[src/rtl/dma_timing_control_if.sv]
// Bus bundle between the DMA priority stage, register file and 8237 timing block.
// master = timing block side, slave = surrounding controller / system bus side.
interface dma_timing_control_if #(
   parameter int AW = 16,
   parameter int CW = 16
);
   // grant side, from the priority encoder and register file
   logic          ctrl_disable;
   logic          grant_valid;
   logic [1:0]    grant_ch;
   logic          dreq_active;
   logic [5:0]    ch_mode;
   logic [AW-1:0] cur_addr;
   logic [CW-1:0] cur_count;
   logic [AW-1:0] base_addr;
   logic [CW-1:0] base_count;
   // system bus side
   logic          HLDA;
   logic          READY;
   logic          EOP_N_in;
   logic          HRQ;
   logic          AEN;
   logic          ADSTB;
   logic [AW-1:0] addr_out;
   logic [3:0]    DACK;
   logic          MEMR_N;
   logic          MEMW_N;
   logic          IOR_N;
   logic          IOW_N;
   logic          EOP_N_out;
   // write-back to the register file
   logic          wb_valid;
   logic [1:0]    wb_ch;
   logic [AW-1:0] wb_addr;
   logic [CW-1:0] wb_count;
   logic [3:0]    tc_set;
   logic [3:0]    mask_set;

   modport master (
      input  ctrl_disable, grant_valid, grant_ch, dreq_active,
      input  ch_mode, cur_addr, cur_count, base_addr, base_count,
      input  HLDA, READY, EOP_N_in,
      output HRQ, AEN, ADSTB, addr_out, DACK,
      output MEMR_N, MEMW_N, IOR_N, IOW_N, EOP_N_out,
      output wb_valid, wb_ch, wb_addr, wb_count, tc_set, mask_set
   );

   modport slave (
      output ctrl_disable, grant_valid, grant_ch, dreq_active,
      output ch_mode, cur_addr, cur_count, base_addr, base_count,
      output HLDA, READY, EOP_N_in,
      input  HRQ, AEN, ADSTB, addr_out, DACK,
      input  MEMR_N, MEMW_N, IOR_N, IOW_N, EOP_N_out,
      input  wb_valid, wb_ch, wb_addr, wb_count, tc_set, mask_set
   );
endinterface

[src/rtl/dma_timing_control.sv]
// 8237-style bus-cycle sequencer: takes one granted channel, runs SI..S4 timing.
// Ports: CLK, RESET (sync, active-high), bus (master modport: grant, bus, write-back).
module dma_timing_control #(
   parameter int AW = 16,
   parameter int CW = 16
) (
   input logic                 CLK,
   input logic                 RESET,
   dma_timing_control_if.master bus
);
   typedef enum logic [2:0] {
      SI, S0, S1, S2, S3, SW, S4, SC
   } state_t;

   state_t        state, nxt;
   logic [1:0]    ch_q;
   logic [5:0]    mode_q;
   logic [AW-1:0] addr_q, baddr_q;
   logic [CW-1:0] count_q, bcount_q;
   logic          eop_q, end_q;

   logic          accept, tc, end_c, go_s4;
   logic          rd_act, wr_act;
   logic [3:0]    ch_oh;
   logic [AW-1:0] addr_nx;
   logic [CW-1:0] count_nx;

   always_ff @(posedge CLK) begin
      if (RESET) state <= SI;
      else       state <= nxt;
   end

   always_comb begin
      accept   = bus.grant_valid && !bus.ctrl_disable;
      ch_oh    = 4'b0001 << ch_q;
      tc       = (count_q == '0);
      addr_nx  = mode_q[3] ? addr_q - AW'(1) : addr_q + AW'(1);
      count_nx = count_q - CW'(1);
      // external EOP sampled on the edge into S4 still ends this transfer
      end_c    = tc || eop_q || !bus.EOP_N_in;
      nxt      = state;
      unique case (state)
         SI: if (accept) nxt = S0;
         S0: begin
            if (bus.HLDA)
               nxt = (mode_q[5:4] == 2'b11) ? SC : S1;
            else if (!bus.dreq_active)
               nxt = SI;
         end
         SC: if (!bus.dreq_active) nxt = SI;
         S1: nxt = S2;
         S2: nxt = S3;
         S3: nxt = bus.READY ? S4 : SW;
         SW: if (bus.READY) nxt = S4;
         S4: begin
            if (end_q || mode_q[5:4] == 2'b01 ||
                (mode_q[5:4] == 2'b00 && !bus.dreq_active))
               nxt = SI;
            // new upper address byte needs an ADSTB cycle
            else if (addr_nx[AW-1:8] != addr_q[AW-1:8])
               nxt = S1;
            else
               nxt = S2;
         end
         default: nxt = SI;
      endcase
      go_s4  = (nxt == S4);
      rd_act = nxt inside {S2, S3, SW};
      wr_act = nxt inside {S3, SW};
   end

   // channel context and registered outputs, all keyed to the state being entered
   always_ff @(posedge CLK) begin
      if (RESET) begin
         ch_q         <= '0;
         mode_q       <= '0;
         addr_q       <= '0;
         count_q      <= '0;
         baddr_q      <= '0;
         bcount_q     <= '0;
         eop_q        <= 1'b0;
         end_q        <= 1'b0;
         bus.HRQ      <= 1'b0;
         bus.AEN      <= 1'b0;
         bus.ADSTB    <= 1'b0;
         bus.DACK     <= '0;
         bus.addr_out <= '0;
         bus.MEMR_N   <= 1'b1;
         bus.MEMW_N   <= 1'b1;
         bus.IOR_N    <= 1'b1;
         bus.IOW_N    <= 1'b1;
         bus.EOP_N_out <= 1'b1;
         bus.wb_valid <= 1'b0;
         bus.wb_ch    <= '0;
         bus.wb_addr  <= '0;
         bus.wb_count <= '0;
         bus.tc_set   <= '0;
         bus.mask_set <= '0;
      end else begin
         if (state == SI && accept) begin
            ch_q     <= bus.grant_ch;
            mode_q   <= bus.ch_mode;
            addr_q   <= bus.cur_addr;
            count_q  <= bus.cur_count;
            baddr_q  <= bus.base_addr;
            bcount_q <= bus.base_count;
         end
         if (state inside {S2, S3, SW} && !bus.EOP_N_in)
            eop_q <= 1'b1;
         if (go_s4)
            end_q <= end_c;
         if (state == S4) begin
            eop_q <= 1'b0;
            if (end_q && mode_q[2]) begin
               addr_q  <= baddr_q;
               count_q <= bcount_q;
            end else begin
               addr_q  <= addr_nx;
               count_q <= count_nx;
            end
         end
         bus.HRQ   <= (nxt != SI);
         bus.AEN   <= nxt inside {S1, S2, S3, SW, S4};
         bus.ADSTB <= (nxt == S1);
         bus.DACK  <= (nxt inside {S1, S2, S3, SW, S4, SC}) ?
                      ch_oh : 4'b0000;
         if (nxt == S1 || nxt == S2)
            bus.addr_out <= (state == S4) ? addr_nx : addr_q;
         bus.IOR_N  <= !(rd_act && mode_q[1:0] == 2'b01);
         bus.MEMR_N <= !(rd_act && mode_q[1:0] == 2'b10);
         bus.MEMW_N <= !(wr_act && mode_q[1:0] == 2'b01);
         bus.IOW_N  <= !(wr_act && mode_q[1:0] == 2'b10);
         bus.wb_valid <= go_s4;
         bus.wb_ch    <= ch_q;
         bus.wb_addr  <= (end_c && mode_q[2]) ? baddr_q : addr_nx;
         bus.wb_count <= (end_c && mode_q[2]) ? bcount_q : count_nx;
         bus.tc_set   <= (go_s4 && tc) ? ch_oh : 4'b0000;
         bus.mask_set <= (go_s4 && end_c && !mode_q[2]) ?
                         ch_oh : 4'b0000;
         bus.EOP_N_out <= !(go_s4 && tc);
      end
   end
endmodule
[src/flat_wrapper.sv]
// flat-port wrapper written by rule: the top's interface ports become plain ports
module dma_timing_control_flat 
#(
   parameter int AW = 16,
   parameter int CW = 16
)
  (CLK, RESET, bus_ctrl_disable, bus_grant_valid, bus_grant_ch, bus_dreq_active, bus_ch_mode, bus_cur_addr, bus_cur_count, bus_base_addr, bus_base_count, bus_HLDA, bus_READY, bus_EOP_N_in, bus_HRQ, bus_AEN, bus_ADSTB, bus_addr_out, bus_DACK, bus_MEMR_N, bus_MEMW_N, bus_IOR_N, bus_IOW_N, bus_EOP_N_out, bus_wb_valid, bus_wb_ch, bus_wb_addr, bus_wb_count, bus_tc_set, bus_mask_set);
  dma_timing_control_if #(.AW(AW), .CW(CW)) bus_i ();
  input logic CLK;
  input logic RESET;
  input wire logic [$bits(bus_i.ctrl_disable)-1:0] bus_ctrl_disable;
  input wire logic [$bits(bus_i.grant_valid)-1:0] bus_grant_valid;
  input wire logic [$bits(bus_i.grant_ch)-1:0] bus_grant_ch;
  input wire logic [$bits(bus_i.dreq_active)-1:0] bus_dreq_active;
  input wire logic [$bits(bus_i.ch_mode)-1:0] bus_ch_mode;
  input wire logic [$bits(bus_i.cur_addr)-1:0] bus_cur_addr;
  input wire logic [$bits(bus_i.cur_count)-1:0] bus_cur_count;
  input wire logic [$bits(bus_i.base_addr)-1:0] bus_base_addr;
  input wire logic [$bits(bus_i.base_count)-1:0] bus_base_count;
  input wire logic [$bits(bus_i.HLDA)-1:0] bus_HLDA;
  input wire logic [$bits(bus_i.READY)-1:0] bus_READY;
  input wire logic [$bits(bus_i.EOP_N_in)-1:0] bus_EOP_N_in;
  output wire logic [$bits(bus_i.HRQ)-1:0] bus_HRQ;
  output wire logic [$bits(bus_i.AEN)-1:0] bus_AEN;
  output wire logic [$bits(bus_i.ADSTB)-1:0] bus_ADSTB;
  output wire logic [$bits(bus_i.addr_out)-1:0] bus_addr_out;
  output wire logic [$bits(bus_i.DACK)-1:0] bus_DACK;
  output wire logic [$bits(bus_i.MEMR_N)-1:0] bus_MEMR_N;
  output wire logic [$bits(bus_i.MEMW_N)-1:0] bus_MEMW_N;
  output wire logic [$bits(bus_i.IOR_N)-1:0] bus_IOR_N;
  output wire logic [$bits(bus_i.IOW_N)-1:0] bus_IOW_N;
  output wire logic [$bits(bus_i.EOP_N_out)-1:0] bus_EOP_N_out;
  output wire logic [$bits(bus_i.wb_valid)-1:0] bus_wb_valid;
  output wire logic [$bits(bus_i.wb_ch)-1:0] bus_wb_ch;
  output wire logic [$bits(bus_i.wb_addr)-1:0] bus_wb_addr;
  output wire logic [$bits(bus_i.wb_count)-1:0] bus_wb_count;
  output wire logic [$bits(bus_i.tc_set)-1:0] bus_tc_set;
  output wire logic [$bits(bus_i.mask_set)-1:0] bus_mask_set;
  assign bus_i.ctrl_disable = bus_ctrl_disable;
  assign bus_i.grant_valid = bus_grant_valid;
  assign bus_i.grant_ch = bus_grant_ch;
  assign bus_i.dreq_active = bus_dreq_active;
  assign bus_i.ch_mode = bus_ch_mode;
  assign bus_i.cur_addr = bus_cur_addr;
  assign bus_i.cur_count = bus_cur_count;
  assign bus_i.base_addr = bus_base_addr;
  assign bus_i.base_count = bus_base_count;
  assign bus_i.HLDA = bus_HLDA;
  assign bus_i.READY = bus_READY;
  assign bus_i.EOP_N_in = bus_EOP_N_in;
  assign bus_HRQ = bus_i.HRQ;
  assign bus_AEN = bus_i.AEN;
  assign bus_ADSTB = bus_i.ADSTB;
  assign bus_addr_out = bus_i.addr_out;
  assign bus_DACK = bus_i.DACK;
  assign bus_MEMR_N = bus_i.MEMR_N;
  assign bus_MEMW_N = bus_i.MEMW_N;
  assign bus_IOR_N = bus_i.IOR_N;
  assign bus_IOW_N = bus_i.IOW_N;
  assign bus_EOP_N_out = bus_i.EOP_N_out;
  assign bus_wb_valid = bus_i.wb_valid;
  assign bus_wb_ch = bus_i.wb_ch;
  assign bus_wb_addr = bus_i.wb_addr;
  assign bus_wb_count = bus_i.wb_count;
  assign bus_tc_set = bus_i.tc_set;
  assign bus_mask_set = bus_i.mask_set;
  dma_timing_control #(.AW(AW), .CW(CW)) u_core (.CLK(CLK), .RESET(RESET), .bus(bus_i));
endmodule
[config.mk]
export PLATFORM = sky130hd
export DESIGN_NAME = dma_timing_control_flat
export DESIGN_NICKNAME = d
export VERILOG_FILES = /design/src/rtl/dma_timing_control_if.sv /design/src/rtl/dma_timing_control.sv /design/src/flat_wrapper.sv
export SDC_FILE = /design/constraint.sdc
export NUM_CORES = 1
export LEC_CHECK = 0
export ABC_AREA = 1
export BUFFER_PORTS_ARGS = -buffer_cell sky130_fd_sc_hd__buf_4
export CAP_MARGIN = 20
export CORE_MARGIN = 2
export CORE_UTILIZATION = 55
export DETAILED_ROUTE_END_ITERATION = 8
export PLACE_DENSITY = 0.8
export SYNTH_ARGS = -nofsm -noshare
export SYNTH_HDL_FRONTEND = slang
export SYNTH_SLANG_ARGS = --single-unit
[constraint.sdc]
create_clock -name CLK -period 4.1 [get_ports CLK]
set_clock_uncertainty 0.15 [all_clocks]
set_input_delay 0.615 -clock CLK [delete_from_list [all_inputs] [get_ports CLK]]
set_output_delay 0.615 -clock CLK [all_outputs]
set_load 0.05 [all_outputs]
Yosys cells after proc, flatten, opt, wreduce, memory -nomap -nowiden
Cells that the tools add are included.
{ "word_totals": {"regBits": 148, "in_bits": 80, "out_inout_bits": 71, "elab_cells": 110} }
{ "classes": {"n_addsub": 3, "eq_ne": 18, "n_shift": 1, "n_mux": 19, "bitwise": 3, "n_reduce_logical": 41} }
{ "ops": {"columns": ["cell", "count"], "rows": [
  ["16-bit two-way mux", 10],
  ["16-bit by 1-bit subtractor with 16-bit output, second input constant", 2],
  ["3-bit == test, second input constant", 8],
  ["3-bit case mux with 8 select lines", 1],
  ["3-bit two-way mux", 6],
  ["16-bit by 1-bit adder with 16-bit output, second input constant", 1],
  ["16-bit logical NOT", 1],
  ["1-bit logical AND", 13],
  ["3-bit by 2-bit == test with 1-bit output, second input constant", 4],
  ["1-bit logical NOT", 9],
  ["3-bit nonzero test", 3],
  ["8-bit != test", 1],
  ["2-bit OR reduction", 4],
  ["6-bit nonzero test", 1],
  ["1-bit logical OR", 5],
  ["5-bit nonzero test", 1],
  ["2-bit by 1-bit == test with 1-bit output, second input constant", 2],
  ["2-bit == test, second input constant", 2],
  ["2-bit nonzero test", 2],
  ["1-bit by 2-bit left shift with 4-bit output, first input constant", 1],
  ["3-bit by 1-bit == test with 1-bit output, second input constant", 1],
  ["3-bit logical NOT", 1],
  ["1-bit NOT", 3],
  ["2-bit logical NOT", 1],
  ["2 further kinds", 2]
]} }

Depth between registers and ports, before layout
Gate-level depths: netlist of the first run.
{ "depth": {"word_depth": 11, "mapped_depth": 19} }

Least setup slack after synthesis of the first run
OpenSTA, ideal clock, no wires.
{ "synth_path": {"path_kind": "reg-to-reg", "startpoint": "register u_core.mode_q[3]", "endpoint": "register u_core.bus.MEMR_N", "setup_time_ns": 0.126, "arrival_time_ns": 2.159, "t_required_ns": 3.824, "path_slack_ns": 1.665, "stages_incl_launch_ff": 18, "path_buffers": 0, "synth_period_minus_slack_ns": 2.435, "cell_sequence": "dfxtp_1 > ha_1 > nand2_1 > nand3_1 > nand2_1 > nand2_1 > nand2_1 > nand2_1 > nand2_1 > nand3_1 > nand2_1 > nand2_1 > nor2_1 > nand4_1 > nand3_1 > nor2_1 > nand3_1 > nand3_1"} }
{ "synth_via": {"elab_chain_cells": 9, "word_cells_on_any_way": 11} }
{ "synth_lines": {"columns": ["item", "line", "source"], "rows": [
  ["from (decl)", "dma_timing_control.sv:17", "logic [5:0] mode_q;"],
  ["from (signal assigned)", "dma_timing_control.sv:102", "mode_q <= bus.ch_mode;"],
  ["16-bit two-way mux *", "dma_timing_control.sv:37", "addr_nx = mode_q[3] ? addr_q - AW'(1) : addr_q + AW'(1);"],
  ["8-bit != test *", "dma_timing_control.sv:60", "else if (addr_nx[AW-1:8] != addr_q[AW-1:8])"],
  ["1-bit two-way mux *", "dma_timing_control.sv:60", null],
  ["3-bit two-way mux *", "dma_timing_control.sv:56", "if (end_q || mode_q[5:4] == 2'b01 ||"],
  ["3-bit case mux with 8 select lines *", "dma_timing_control.sv:42", "unique case (state)"],
  ["3-bit by 2-bit == test with 1-bit output or 3-bit == test (tied branches)", "dma_timing_control.sv:68", "rd_act = nxt inside {S2, S3, SW};"],
  ["3-bit nonzero test *", "dma_timing_control.sv:68", null],
  ["1-bit logical AND *", "dma_timing_control.sv:130", "bus.MEMR_N <= !(rd_act && mode_q[1:0] == 2'b10);"],
  ["1-bit logical NOT *", "dma_timing_control.sv:130", null],
  ["to (signal assigned)", "dma_timing_control.sv:130", null],
  ["to (decl)", "dma_timing_control_if.sv:44", "output MEMR_N, MEMW_N, IOR_N, IOW_N, EOP_N_out,"]
]} }
Mark *: on every way between the ends. The rest lies on a longest branch, timed or not.
A chain may end at the register's enable or synchronous reset.

Worst setup path after layout of the first run
{ "layout_path": {"startpoint": "register u_core.mode_q[3]", "endpoint": "register u_core.bus.IOR_N"} }
{ "layout_via": {"elab_chain_cells": 9, "word_cells_on_any_way": 11} }
{ "layout_lines": {"columns": ["item", "line", "source"], "rows": [
  ["16-bit two-way mux *", "dma_timing_control.sv:37", null],
  ["8-bit != test *", "dma_timing_control.sv:60", null],
  ["1-bit two-way mux *", "dma_timing_control.sv:60", null],
  ["3-bit two-way mux *", "dma_timing_control.sv:56", null],
  ["3-bit case mux with 8 select lines *", "dma_timing_control.sv:42", null],
  ["3-bit by 2-bit == test with 1-bit output or 3-bit == test (tied branches)", "dma_timing_control.sv:68", null],
  ["3-bit nonzero test *", "dma_timing_control.sv:68", null],
  ["1-bit logical AND *", "dma_timing_control.sv:129", "bus.IOR_N <= !(rd_act && mode_q[1:0] == 2'b01);"],
  ["1-bit logical NOT *", "dma_timing_control.sv:129", null],
  ["to (signal assigned)", "dma_timing_control.sv:129", null],
  ["to (decl)", "dma_timing_control_if.sv:44", null]
]} }
Marks and branches as above.

==> results of run 1 <==
[synthesized netlist by cell type, drive strengths merged (2+ instances only)]
cell type | instances | area share, %
xor2 | 15 | 1.8
a21oi | 93 | 6.5
nor2 | 156 | 8.2
a31oi | 4 | 0.35
nor3 | 17 | 1.5
a211oi | 3 | 0.31
inv | 109 | 5.7
o221ai | 2 | 0.24
a2111oi | 5 | 0.69
o21ai | 114 | 8.0
a221oi | 20 | 2.4
ha | 15 | 2.6
and2 | 4 | 0.35
nand4 | 9 | 0.87
dfxtp | 148 | 41
xnor2 | 4 | 0.49
clkbuf | 35 | 1.8
o31ai | 17 | 1.8
nand3 | 39 | 2.7
buf | 19 | 1.7
nand2 | 178 | 9.6
[registers in the layout (all words and copies together), names as in the netlist, 2 cells and up]
signal,cells
u_core.bus.wb_count,16
u_core.count_q,16
u_core.bus.mask_set,4
u_core.bus.addr_out,16
u_core.bus.tc_set,4
u_core.ch_q,2
u_core.bcount_q,16
u_core.mode_q,6
u_core.addr_q,16
u_core.bus.DACK,4
u_core.bus.wb_ch,2
u_core.baddr_q,16
u_core.state,3
u_core.bus.wb_addr,16
[per-stage QoR]
stage	utilization, %	instance area [µm²]	total power [mW]
floorplan	-	7210	2.62
global placement	65.9	8390	2.98
detailed placement	65.9	8390	2.99
CTS	70.6	8980	4.56
global route	70.6	8980	4.78
finish	70.6	8980	4.56
[power by group through the flow]
stage / sequential [mW] / combinational [mW] / clock [mW]
after floorplan: 2.02 / 0.604 / 0
after global placement: 1.73 / 1.25 / 0
after detailed placement: 1.74 / 1.25 / 0
final: 1.71 / 1.28 / 1.58
after CTS: 1.71 / 1.27 / 1.59
after global routing: 1.73 / 1.39 / 1.66
[path summary, 6_finish.rpt]
kind / from / end / slack [ns]
setup / recovery: u_core.mode_q[3]$_SDFFE_PP0P_ / u_core.bus.IOR_N$_SDFF_PP1_ / 1.02
hold / removal: bus_base_count[10] / u_core.bcount_q[10]$_SDFFE_PP0P_ / 0.25
setup reg to reg: u_core.mode_q[3]$_SDFFE_PP0P_ / u_core.bus.IOR_N$_SDFF_PP1_ / 1.02
hold reg to reg: u_core.bus.addr_out[5]$_SDFFE_PP0P_ / u_core.bus.addr_out[5]$_SDFFE_PP0P_ / 0.32
[cell families after synthesis]
kind of cell	count (synthesis)	synth area share [%]
AND/OR/NAND/NOR	405	23.5
XOR/XNOR	20	2.62
AO/OA/AOI/OAI	260	20.5
adder cells (fa/ha/maj)	16	2.88
flip-flops	148	41.1
buffers and inverters	164	9.32
[area by class of cell]
class | instances | area share [%]
inverters | 110 | 4.63
repair buffers | 162 | 13.5
clock inverters | 12 | 1.73
well taps | 172 | 2.40
clock buffers | 20 | 4.86
flip-flops and latches | 148 | 33.0
multi-input cells | 701 | 39.9
[layer usage]
metal	wire length, µm	GRT usage, %	vias to the layer above
li1	-	-	3625
met1	8770	39.2	3358
met2	9560	47.1	342
met3	1740	6.47	44
met4	505	11.2	0
met5	0	0	-
[worst max-delay path, delay by kind of cell (launching register included)]
| kind | cells | cell delay, ns |
|---|---|---|
| adder cells (fa/ha/maj) | 1 | 0.43 |
| flip-flops | 1 | 0.78 |
| buffers and inverters | 1 | 0.05 |
| AND/OR/NAND/NOR | 14 | 1.31 |
| AO/OA/AOI/OAI | 1 | 0.24 |
==> flow_metrics.tcl, run 1 <==
set metrics [dict create \
    max_cap_violations 0 \
    ff2ff_path_depth 17 \
    grt_pass1_vias 6849 \
    holdPathStages 3 \
    finalCritPeriodShare_pct 75.1 \
    cts_tree "yes" \
    worstPathMaxFanout 17 \
    nNetsFinal 1236 \
    synth-main-ff-cell "dfxtp_1" \
    combPwrFrac_pct 27.9 \
    initial_core_util_pct 56.7 \
    sequentialPowerShare_pct 37.5 \
    netlist_area_um2 7210 \
    grtUsageTotal_pct 29.5 \
    p_leak_nw 4.30 \
    grt_max_degree 56 \
    cp_slowest_cell "dfxtp_1" \
    avgViaCountPerCell 5.56 \
    slew_viol_final 0 \
    place_inst 1293 \
    synth.distinct_cells 43 \
    syn_to_final_growth_pct 24.6 \
    outcome "finished, final reports clean" \
    setup.worst_path.end_class "flop" \
    dp_slack_ns 1.06 \
    clk_pin_slew_ns 0.06 \
    core_um2 12700 \
    cp.required_ns 4.26 \
    cts_max_level 4 \
    drive_above_1_share_pct 18.4 \
    instances_no_fill 1325 \
    place_hpwl_mm 14.0 \
    period_minus_slack_ns 3.08 \
    final_hold_viol_count 0 \
    wl_per_cell_um 15.5 \
    cts_buffers 17 \
    dieWidth_um 118 \
    grt_overflow 0 \
    tns_ns 0 \
    drt-total-wl_mm 20.6 \
    multi_input_area_um2 3580 \
    crit_chain "ha_1 > nand2_1 > inv_1 > nand2_1 > nand3_1 > a21oi_1 > nand2_1 > nand2_1 > nand3_1 > nand2_1 > nand2_1 > nor2_1 > nand4_1 > nand3_1 > nor2_1 > nand3_1 > nand3_1" \
    p_int_mw 2.98 \
    p_sw_share_pct 34.7 \
    clock_latency_ns 0.43 \
    max_clock_freq_ghz 0.325 \
    synthArstFlopShare_pct 0 \
    drt_iter0_drc 701 \
    gp_congestion 0.934 \
    vias 7369 \
    max_stage_delay_ns 0.78 \
    fp.dieH_um 118 \
    drtAntennaViolNets 0 \
    drc 0 \
    antenna_found_initial 0 \
    final_cell_mix "nand2_1, buf_4, nor2_1" \
    grt_pass1_wl_mm 33.3 \
    worstPathArrival_ns 3.24 \
    rsz0062_at_grt "no" \
    cts-root-buf "clkbuf_16" \
    layout_commonest_cell "nand2_1" \
    ys_ff_latch 148 \
    post-cts-setup-buffers 0 \
    ys_seq_area_share_pct 41.1 \
    clockBufferDepth 2 \
    tightest_slew_ns 0.968 \
    min_path_type "input port to flop" \
    crit_top_cell "nand2_1" \
    fillers 1087 \
    diodes 0 \
    cp-start-kind "flop" \
    finalSetupViolCount 0 \
    drt_pass1_iterations 5 \
    clock_sinks 148 \
    synth_cells 1013 \
    synth.avg_cell_area_um2 7.12 \
    synth_edf_count 0 \
    port-buffer-count 150 \
    pin_count 151 \
    synth_fp_nets 1109 \
    p_switching_mw 1.59 \
    seq_area_um2 2960 \
    pwr-share-clk_pct 34.5 \
    max_slew_margin_pct 35.3 \
    path_class "flop to flop" \
    yosysWarnings 0 \
    dieArea_um2 14000 \
    powerDensity_nw_per_um2 508 \
    holdWs_ns 0.253 \
    cts_hold_buffers 0 \
    rows 41 \
    ctsResizeCount 0 \
    setup_slack_ns 1.02 \
    vdd_drop_max_mv 0.328 \
]
(Power assumes the default switching activity.)
==> inputs of run 2 (changes only) <==
clock period = 2.9 ns   (was 4.1 ns; I/O delays follow)
==> run 2 against run 1 <==
Cell area is 3.1% higher. Combinational power is 48% higher. Count of clock-buffer cells in the layout is 1 higher. Register-to-register slack worse by 0.85 ns. Hold slack worse by 0.18 ns. Largest cell class unchanged. Largest power group unchanged. Highest routed layer unchanged.
==> flow_metrics.tcl, run 2 (synthesized netlist as in run 1, its figures left out) <==
set metrics [dict create \
    outcome "finished, final reports clean" \
    setup_slack_ns 0.170 \
    pwr-share-clk_pct 33.7 \
    max_cap_violations 0 \
    final_cell_mix "buf_4, nand2_1, dfxtp_1" \
    port-buffer-count 150 \
    vias 7401 \
    core_um2 12700 \
    worstPathArrival_ns 2.93 \
    clock_sinks 148 \
    hold_end "u_core.bcount_q[12]$_SDFFE_PP0P_" \
    ff2ff_path_depth 18 \
    wl_per_cell_um 16.0 \
    r2r_setup_slack_ns 0.17 \
    place_hpwl_mm 14.6 \
    fillers 1078 \
    cp.required_ns 3.10 \
    powerDensity_nw_per_um2 703 \
    drt_pass1_iterations 6 \
    final_hold_viol_count 0 \
    dieWidth_um 118 \
    cp-start-kind "flop" \
    diodes 0 \
    drt-total-wl_mm 21.3 \
    grt_pass1_wl_mm 34.4 \
    dieArea_um2 14000 \
    p_switching_mw 2.29 \
    drc 0 \
    min_path_type "input port to flop" \
    r2r_end "u_core.bus.HRQ$_SDFF_PP0_" \
    fp.dieH_um 118 \
    gp_congestion 0.931 \
    max_slew_margin_pct 56.9 \
    holdWs_ns 0.0715 \
    seq_area_um2 2970 \
    cts_buffers 17 \
    syn_to_final_growth_pct 28.5 \
    finalCritPeriodShare_pct 94.1 \
    path_class "flop to flop" \
    tightest_slew_ns 0.646 \
    initial_core_util_pct 56.7 \
    antenna_found_initial 0 \
    fin_area_um2 9260 \
    hp-start "bus_base_count[12]" \
    pin_count 151 \
    setup.worst_path.end_class "flop" \
    drt_iter0_drc 619 \
    grtUsageTotal_pct 30.6 \
    rows 41 \
    drive_above_1_share_pct 22.0 \
    holdPathStages 3 \
    grt_max_degree 55 \
    clockBufferDepth 2 \
    crit_start "u_core.mode_q[3]$_SDFFE_PP0P_" \
    cts_max_level 4 \
    cts_tree "yes" \
    finalSetupViolCount 0 \
    p_int_mw 4.22 \
    multi_input_area_um2 3750 \
    clk_pin_slew_ns 0.06 \
    layout_commonest_cell "buf_4" \
    combPwrFrac_pct 29.1 \
    period_minus_slack_ns 2.73 \
    max_clock_freq_ghz 0.366 \
    grt_pass1_vias 6988 \
    placed_area_um2 8500 \
    finalPower_mw 6.51 \
    drtAntennaViolNets 0 \
    p_sw_share_pct 35.1 \
    nNetsFinal 1246 \
    dp_slack_ns 0.0223 \
    worstPathMaxFanout 7 \
    cts-root-buf "clkbuf_16" \
    fin_util_pct 72.8 \
    slew_viol_final 0 \
    avgViaCountPerCell 5.54 \
    sequentialPowerShare_pct 37.2 \
    cts_hold_buffers 0 \
    r2r_start "u_core.mode_q[3]$_SDFFE_PP0P_" \
    vdd_drop_max_mv 0.485 \
    grt_overflow 0 \
    clock_latency_ns 0.43 \
    p_leak_nw 4.36 \
]
-- run 2: changes by cell type in the layout (fill, tap and decap cells not counted), sizes merged --
cell      change
buf          +10
clkinvlp      +1
clkinv        -1
clkbuf        +1
bufinv        -1
-- run 2: timing repair --
item,4_1_cts,5_1_grt
endpoints found under the setup margin,0,5
buffers inserted,0,0
gates resized for setup,0,40
-- run 2: how the worst max path moves through the flow --
| stage | end |
|---|---|
| after floorplan | u_core.bus.MEMR_N$_SDFF_PP1_ |
| after global placement | u_core.bus.MEMR_N$_SDFF_PP1_ |
| after detailed placement | u_core.bus.HRQ$_SDFF_PP0_ |
| after CTS | u_core.bus.HRQ$_SDFF_PP0_ |
| after global routing | u_core.bus.HRQ$_SDFF_PP0_ |
| final | u_core.bus.HRQ$_SDFF_PP0_ |
-- run 2: worst max-delay path: stages, from the launching register on --
cell and delay (ns):
dfxtp_4 0.37, buf_4 0.17, ha_2 0.38, nand2_2 0.10, inv_1 0.07, nand2_1 0.05
nand2_1 0.10, inv_1 0.06, nand3_1 0.13, nand2_2 0.11, nand2_1 0.07, nand2_1 0.05
inv_1 0.05, nand3_1 0.09, nor2_2 0.15, nand4_1 0.18, nand4_1 0.18, nor2_2 0.07
o21ai_1 0.15
-- run 2: final cells by class --
type	instances	area share, %
multi-input cells	701	40.5
flip-flops and latches	148	32.0
repair buffers	172	14.4
clock buffers	21	4.97
inverters	110	4.48
well taps	172	2.32
clock inverters	11	1.35
-- run 2: power by group through the flow --
| stage | logic (mW) | registers [mW] | clock network [mW] |
|---|---|---|---|
| after global routing | 2.06 | 2.44 | 2.29 |
| final | 1.89 | 2.42 | 2.19 |
| after CTS | 1.83 | 2.41 | 2.21 |
| after floorplan | 0.854 | 2.85 | 0 |
| after global placement | 1.80 | 2.45 | 0 |
| after detailed placement | 1.82 | 2.45 | 0 |
-- run 2: metrics by stage --
step                      instances  setup TNS [ns]
after floorplan                1013               0
after global placement         1303               0
after detailed placement       1303               0
after CTS                      1335               0
after global routing           1335         -0.0503
final                          1335               0
-- run 2: metal layers --
| metal | routed length [µm] | track usage (%) | up-vias |
|---|---|---|---|
| met5 | 0 | 0 | - |
| met4 | 518 | 12.6 | 0 |
| met3 | 1740 | 6.23 | 39 |
| met2 | 10000 | 49.1 | 326 |
| met1 | 9020 | 40.3 | 3396 |
| li1 | - | - | 3640 |
